`config.mk`:
```
export PLATFORM = sky130hd
export DESIGN_NAME = instr_issue_queue
export DESIGN_NICKNAME = d
export VERILOG_FILES = /design/src/rtl/instr_issue_queue_pkg.sv /design/src/rtl/sync_fifo.sv /design/src/rtl/instr_issue_queue.sv
export SDC_FILE = /design/constraint.sdc
export NUM_CORES = 1
export LEC_CHECK = 0
export CORE_ASPECT_RATIO = 0.75
export CORE_MARGIN = 2
export CORE_UTILIZATION = 25
export DETAILED_ROUTE_END_ITERATION = 16
export PLACE_DENSITY = 0.37
export SETUP_SLACK_MARGIN = 0.1
export SLEW_MARGIN = 15
export SYNTH_ARGS = -nofsm -noshare
export SYNTH_HDL_FRONTEND = slang
export SYNTH_SLANG_ARGS = --single-unit
```
`constraint.sdc`:
```
create_clock -name clk -period 4.5 [get_ports clk]
set_clock_uncertainty 0.1 [all_clocks]
set_input_delay 1.35 -clock clk [delete_from_list [all_inputs] [get_ports clk]]
set_output_delay 1.35 -clock clk [all_outputs]
set_load 0.01 [all_outputs]
```
`src/rtl/instr_issue_queue_pkg.sv`:
```
// ============================================================================
// instr_issue_queue_pkg
// Shared instruction format, opcode constants and FSM state type.
// Revision: 1.0
// ============================================================================
`default_nettype none

package instr_issue_queue_pkg;

  localparam int INSTR_W = 11;
  localparam int OP_W    = 3;
  localparam int REG_W   = 4;
  localparam int NUM_REG = 16;

  localparam logic [OP_W-1:0] OP_LOAD = 3'b000;
  localparam logic [OP_W-1:0] OP_MOV  = 3'b001;
  localparam logic [OP_W-1:0] OP_ADD  = 3'b010;
  localparam logic [OP_W-1:0] OP_SUB  = 3'b011;

  typedef enum logic [0:0] {
    ST_IDLE = 1'b0,
    ST_WAIT = 1'b1
  } state_t;

  function automatic logic is_legal_op(input logic [OP_W-1:0] op);
    return op < 3'd4;
  endfunction

endpackage

`default_nettype wire

```
`src/rtl/sync_fifo.sv`:
```
// ============================================================================
// sync_fifo
// Show-ahead synchronous FIFO; pointers carry an extra wrap bit.
// Revision: 1.0
// ============================================================================
`default_nettype none

module sync_fifo #(
  parameter int DEPTH = 8,
  parameter int WIDTH = 11
) (
  input  logic                     clk,
  input  logic                     reset,
  input  logic                     push,
  input  logic                     pop,
  input  logic [WIDTH-1:0]         din,
  output logic [WIDTH-1:0]         dout,
  output logic                     full,
  output logic                     empty,
  output logic [$clog2(DEPTH):0]   count
);

  localparam int AW = $clog2(DEPTH);

  logic [WIDTH-1:0] mem [DEPTH];
  logic [AW:0]      wr_ptr;
  logic [AW:0]      rd_ptr;
  logic             do_push;
  logic             do_pop;

  assign count   = wr_ptr - rd_ptr;
  assign full    = (count == (AW+1)'(DEPTH));
  assign empty   = (count == '0);
  // full/empty are pre-edge values, so a full FIFO rejects a write even when popped
  assign do_push = push & ~full;
  assign do_pop  = pop & ~empty;
  assign dout    = mem[rd_ptr[AW-1:0]];

  always_ff @(posedge clk) begin
    if (do_push) begin
      mem[wr_ptr[AW-1:0]] <= din;
    end
  end

  always_ff @(posedge clk) begin
    if (reset) begin
      wr_ptr <= '0;
      rd_ptr <= '0;
    end else begin
      if (do_push) wr_ptr <= wr_ptr + 1'b1;
      if (do_pop)  rd_ptr <= rd_ptr + 1'b1;
    end
  end

endmodule

`default_nettype wire

```
`src/rtl/instr_issue_queue.sv`:
```
// ============================================================================
// instr_issue_queue
// Queues instructions and issues them one at a time to control_circuit.
// Revision: 1.0
// ============================================================================
`default_nettype none

module instr_issue_queue
  import instr_issue_queue_pkg::*;
#(
  parameter int DEPTH   = 8,
  parameter int INSTR_W = instr_issue_queue_pkg::INSTR_W,
  parameter int TIMEOUT = 16
) (
  input  logic                     clk,
  input  logic                     reset,
  input  logic                     wr_en,
  input  logic [INSTR_W-1:0]       wr_instr,
  input  logic                     run,
  input  logic                     cc_done,
  output logic [INSTR_W-1:0]       INSTRUCTION,
  output logic                     instr_valid,
  output logic                     issue,
  output logic                     full,
  output logic                     empty,
  output logic [$clog2(DEPTH):0]   count,
  output logic [7:0]               retired_cnt,
  output logic [3:0]               drop_cnt,
  output logic                     timeout_err
);

  localparam int TW = $clog2(TIMEOUT) + 1;

  state_t               state;
  state_t               next_state;
  logic [INSTR_W-1:0]   head;
  logic [TW-1:0]        tcnt;
  logic                 pop;
  logic                 load;
  logic                 drop;
  logic                 retire;
  logic                 expire;

  sync_fifo #(
    .DEPTH (DEPTH),
    .WIDTH (INSTR_W)
  ) u_fifo (
    .clk   (clk),
    .reset (reset),
    .push  (wr_en),
    .pop   (pop),
    .din   (wr_instr),
    .dout  (head),
    .full  (full),
    .empty (empty),
    .count (count)
  );

  always_ff @(posedge clk) begin
    if (reset) state <= ST_IDLE;
    else       state <= next_state;
  end

  always_comb begin
    next_state = state;
    pop        = 1'b0;
    load       = 1'b0;
    drop       = 1'b0;
    retire     = 1'b0;
    expire     = 1'b0;
    case (state)
      ST_IDLE: begin
        if (run && !empty) begin
          pop = 1'b1;
          if (is_legal_op(head[INSTR_W-1 -: OP_W])) begin
            load       = 1'b1;
            next_state = ST_WAIT;
          end else begin
            drop = 1'b1;
          end
        end
      end
      ST_WAIT: begin
        // Done takes priority over a coincident timeout
        if (cc_done) begin
          retire     = 1'b1;
          next_state = ST_IDLE;
        end else if (tcnt == TW'(TIMEOUT - 1)) begin
          expire     = 1'b1;
          next_state = ST_IDLE;
        end
      end
      default: next_state = ST_IDLE;
    endcase
  end

  assign instr_valid = (state == ST_WAIT);

  always_ff @(posedge clk) begin
    if (reset) begin
      INSTRUCTION <= '0;
      issue       <= 1'b0;
      retired_cnt <= '0;
      drop_cnt    <= '0;
      timeout_err <= 1'b0;
      tcnt        <= '0;
    end else begin
      issue <= load;
      if (load)                        INSTRUCTION <= head;
      if (retire)                      retired_cnt <= retired_cnt + 1'b1;
      if (drop && drop_cnt != 4'hF)    drop_cnt    <= drop_cnt + 1'b1;
      if (expire)                      timeout_err <= 1'b1;
      if (state == ST_WAIT && next_state == ST_WAIT) tcnt <= tcnt + 1'b1;
      else                                           tcnt <= '0;
    end
  end

endmodule

`default_nettype wire
```
### Word-level counts from Yosys, hierarchy flattened

Memories as Yosys holds them, arrays and structs flattened. A register that Yosys moved wholly into a read port is not among the register bits.
Cells that the tools add are included.

* add/subtract/negate cells: 6
* order comparisons: 1
* equality and inequality tests: 3
* mux-type cells: 20
* bitwise logic cells: 6
* reduce and logical (&&, ||, !) cells: 6

Operators by type and width (number)
* $mux W1: 17
* $add A4 B1 Y4 const B: 3
* $add A8 B1 Y8 const B: 1
* $mux W3: 2
* $add A5 B1 Y5 const B: 1
* $eq A5 B4 Y1 const B: 1
* $eq A4 B4 Y1 const B: 1
* $logic_not A4 Y1: 1
* $ne A4 B4 Y1 const B: 1
* $not A1 Y1: 4
* $sub A4 B4 Y4: 1
* $logic_and A1 B1 Y1: 3
* $lt A3 B3 Y1 const B: 1
* $and A1 B1 Y1: 2
* $pmux W1 S2: 1
* $reduce_or A2 Y1: 1
* $logic_not A1 Y1: 1

* bits in registers: 39
* RAM bits: 88
* input bits: 16
* output and inout port bits: 32
* logic and storage cells: 52
* memories kept: 1

Memory list
* u_fifo.mem: words 8, width 11, rd ports 1, clocked after memory_dff 1, write ports 1, RTL line sync_fifo.sv:25 `logic [WIDTH-1:0] mem [DEPTH];`

### Longest topological paths before layout

* word-level depth: 9
* gate-level depth with buffers: 11

### Modules after synthesis

From an unflattened synthesis, not the netlist that was laid out.

* cell total of the unflattened synthesis: 347
* area total of the unflattened synthesis: 5241.3 um2

Modules (own cells, without submodules)
* sync_fifo: times used 1, cells an instance 208, area each 4003.8 um2
* instr_issue_queue: times used 1, cells an instance 139, area each 1237.4 um2

### Worst setup path after synthesis

No wires, ideal clock.

* kind: register -> register
* from: register u_fifo.wr_ptr[0]
* to: memory u_fifo.mem[2][0], enable pin
* library setup time: 412 ps
* arrival time: 3042 ps
* required time: 3988 ps
* slack: 946 ps
* stages on the path, launching flop included: 10
* path through: dfxtp_1 -> inv_1 -> ha_1 -> inv_1 -> fa_1 -> xor2_1 -> or3_4 -> o31ai_1 -> buf_2 -> nor4b_1

* word-level cells in the longest chain between the ends: 6

Ends and longest elaborated chain
* start: declaration: RTL line sync_fifo.sv:26 `logic [AW:0] wr_ptr;`
* start signal: assignment: RTL line sync_fifo.sv:50 `if (do_push) wr_ptr <= wr_ptr + 1'b1;`
* $sub A4 B4 Y4: RTL line sync_fifo.sv:31 `assign count = wr_ptr - rd_ptr;`
* net count[2]: RTL line instr_issue_queue.sv:26 `output logic [$clog2(DEPTH):0] count,`
* $eq A4 B4 Y1: RTL line sync_fifo.sv:32 `assign full = (count == (AW+1)'(DEPTH));`
* $not A1 Y1: RTL line sync_fifo.sv:35 `assign do_push = push & ~full;`
* $and A1 B1 Y1: RTL line sync_fifo.sv:35
* $mux W1: RTL line sync_fifo.sv:40 `if (do_push) begin`
* $mux W1 (not written as such): RTL line sync_fifo.sv:41 `mem[wr_ptr[AW-1:0]] <= din;`
* end: declaration: RTL line sync_fifo.sv:25

The timed path passes the listed nets, and every way through them passes these cells.

### Worst setup path after layout

* from: register u_fifo.wr_ptr[0]
* to: output port full

* word-level cells in the longest chain between the ends: 2

Ends and longest elaborated chain
* $sub A4 B4 Y4: RTL line sync_fifo.sv:31
* $eq A4 B4 Y1: RTL line sync_fifo.sv:32
* end: declaration: RTL line instr_issue_queue.sv:24 `output logic full,`

No other way between the ends.

==> out/qor.csv <==
metric,value,unit
cp_top_family,buffers and inverters,
worstSetupEndpointType,primary output,
clkLatencyLatePin,420,ps
syn_area,5200,um^2
synth.top_cell.area_share,50.8,%
use_met2,16.8,%
seq_area,3490,um^2
fill_cells,1997,
cts_tree,built,
path_clk_slew,60,ps
cp-start-kind,flop,
grt.busiest_layer,met2,
status,completed,
hpwl,7.31,mm
n_antenna_cell,0,
rsz0062_at_grt,yes,
finalHoldViolCount,0,
slowest_stage,clkdlybuf4s50_1,
ys_ff_latch,130,
worstPathCellList,inv_2 > ha_1 > inv_1 > fa_1 > xor2_1 > or3_4 > nor3_2 > clkdlybuf4s50_1,
antenna_left,0,
startpoint,u_fifo.wr_ptr[0]$_SDFFE_PP0P_,
dr.pass1.iters,4,
yosysSeqAreaShare,67.0,%
r2r-start,u_fifo.wr_ptr[0]$_SDFFE_PP0P_,
wirelength,11.4,mm
vias_per_cell,4.24,
rows,45,
grtUsageMet3,3.05,%
use_met1,14.9,%
place.gp.congestion,0.705,
synth_top_area_cell,edfxtp_1,
crit_fanout,8,
drive_gt1_share,20.0,%
grt_usage,11.2,%
io_buffers,47,
vias,2931,
multi_input_area,1630,um^2
p_leak,2.14,nW
cts_hold_buf,0,
setup_viol,0,
antenna_found_initial,0,
gr-total-overflow,0,
syn_to_final_growth,28.8,%
ys_warn_count,0,
ios,48,
ys_top_cells_by_area,"edfxtp_1 51%, dfxtp_1 16%, mux4_2 9.5%, mux2i_1 2.5%, a21oi_1 2.2%",
numCtsBuffers,17,
syn_nets,361,
dieArea,22000,um^2
max_stage_delay,570,ps
totalNegativeSetupSlack,0,ps
critPathBufInv,3,
fin_crit,4250,ps
nNetsFinal,423,
worst_pin_slew,901,ps
post-route-util,32.9,%
critPathRequiredTime,3050,ps
core,20300,um^2
grt_pass1_vias,2947,
post-cts-setup-buffers,0,
grt_pass1_wl,17.4,mm
max_freq,235,MHz
netlist-cell-type-count,43,
drc,0,
die_w,171,um
first_iter_violations,202,
min-delay-start,tcnt[0]$_SDFF_PP0_,
clockBufferDepth,2,
h-tree-depth,4,
synth.avg_cell_area,15.5,um^2
cap_viol_max_count,0,
grt_max_degree,41,
slew_headroom,39.9,%
routedWlPerCell,16.4,um
initial_utilization,25.6,%
clock-root-buffer,clkbuf_16,
cts.sinks,130,
die_h,129,um
drv_slew,0,
hp-class,reg -> reg,
synth_cells,335,
powerDensity,602,nW/um^2
worstPathArrival,2800,ps
irDropWorstVdd,0.275,mV
finalCritPeriodShare,94.5,%
critPathKind,reg -> out,
==> worst reg2reg max path, cell delays in order (launching register included) <==
cell     delay, ps
dfxtp_4        380
inv_2          110
ha_1           190
inv_1           60
fa_1           380
xor2_1         160
or3_4          390
o311a_1        620
buf_4          280
xnor2_1        180
nor2_1          60
==> cell usage after synthesis <==
library cell and number:
o21ai_0 7, nor3_1 5, edfxtp_1 88, a311o_1 1, o31ai_1 1, nor4_1 3, a311oi_1 11, nand3_1 5
inv_1 12, nand2b_1 2, fa_1 1, mux2i_1 13, mux2_2 1, and3b_1 2, nor3b_1 1, nor2_1 21
nor3_2 1, mux4_2 22, mux2i_2 1, ha_1 9, buf_1 2, a31oi_1 1, a221oi_2 1, o311ai_4 1
xnor2_1 5, nand2_1 7, nand4_1 3, or4_1 1, buf_6 2, clkbuf_1 9, xor2_1 7, a21oi_1 23
or3_4 1, nor4b_1 1, dfxtp_1 42, and3_1 2, o311a_1 1, or3_1 7, and2_1 1, a21o_1 2
nor2b_1 1, nand3b_1 2, buf_2 6
==> cells by family (layout without fill, tap and decap cells) <==
family / Yosys count / after routing / synth area share, %
flip-flops: 130 / 130 / 67.0
buffers and inverters: 31 / 106 / 2.67
adder cells (fa/ha/maj): 10 / 10 / 2.55
AO/OA/AOI/OAI: 49 / 49 / 6.47
AND/OR/NAND/NOR: 66 / 66 / 6.76
XOR/XNOR: 12 / 12 / 2.02
multiplexers: 37 / 37 / 12.5
==> routing by layer <==
layer / share of wire [%] / vias up
met5: 0 / -
met4: 1.8 / 0
met3: 4.1 / 15
met2: 45 / 51
met1: 49 / 1441
li1: - / 1424
==> what timing repair did <==
item                                    4_1_cts  5_1_grt
pin swaps                                     0        0
gates resized for setup                       3        3
endpoints found under the setup margin        2        2
==> cells in the final DEF, fill, tap and decap left out, types with 4 or more instances in the layout <==
cell type and instances:
a21oi_1 23, a311oi_1 11, buf_4 15, clkbuf_16 17
clkdlybuf4s50_1 47, clkinvlp_4 4, dfxtp_1 39, edfxtp_1 88
ha_1 9, inv_1 11, mux2i_1 13, mux4_2 22
nand2_1 7, nand3_1 5, nor2_1 20, nor3_1 4
o21ai_0 7, or3_1 7, xnor2_1 5, xor2_1 7
==> final cells by class <==
cell class              count  area share, %
clock buffers              18           6.41
clock inverters            14           2.47
flip-flops and latches    130           52.1
inverters                  12          0.673
multi-input cells         174           24.3
repair buffers             62           8.71
well taps                 282           5.27
==> sequential cells by signal (all words and copies together), names as in the netlist, named ones only <==
| name | flops |
|---|---|
| u_fifo.mem | 88 |
| INSTRUCTION | 11 |
| retired_cnt | 8 |
| tcnt | 5 |
| drop_cnt | 4 |
| u_fifo.rd_ptr | 4 |
| u_fifo.wr_ptr | 4 |
| instr_valid | 1 |
| issue | 1 |
| timeout_err | 1 |
==> final timing paths <==
kind | end | slack, ps | cells after the start
hold reg to reg | tcnt[0]$_SDFF_PP0_ | 350 | 1
hold / removal | tcnt[0]$_SDFF_PP0_ | 350 | 1
setup / recovery | full | 250 | 8
setup reg to reg | u_fifo.rd_ptr[0]$_SDFFE_PP0P_ | 1470 | 10
==> report_power, final <==
part	total [mW]	internal (mW)	switching [mW]
sequential	1.54	1.44	0.101
combinational	1.11	0.544	0.570
clock	1.38	0.866	0.515
total	4.03	2.85	1.19
==> metrics by stage <==
step	instance area, um^2	std cells	hold WS (ps)	power (mW)	setup slack, ps
after floorplan	5200	335	318	2.23	946
after detailed placement	6090	660	344	2.69	357
final	6690	692	349	4.03	248
after global routing	6690	692	375	4.26	91.7
after CTS	6690	692	352	4.10	170
after global placement	6090	660	332	2.68	411
No activity file was read; power rests on OpenSTA's default activity.
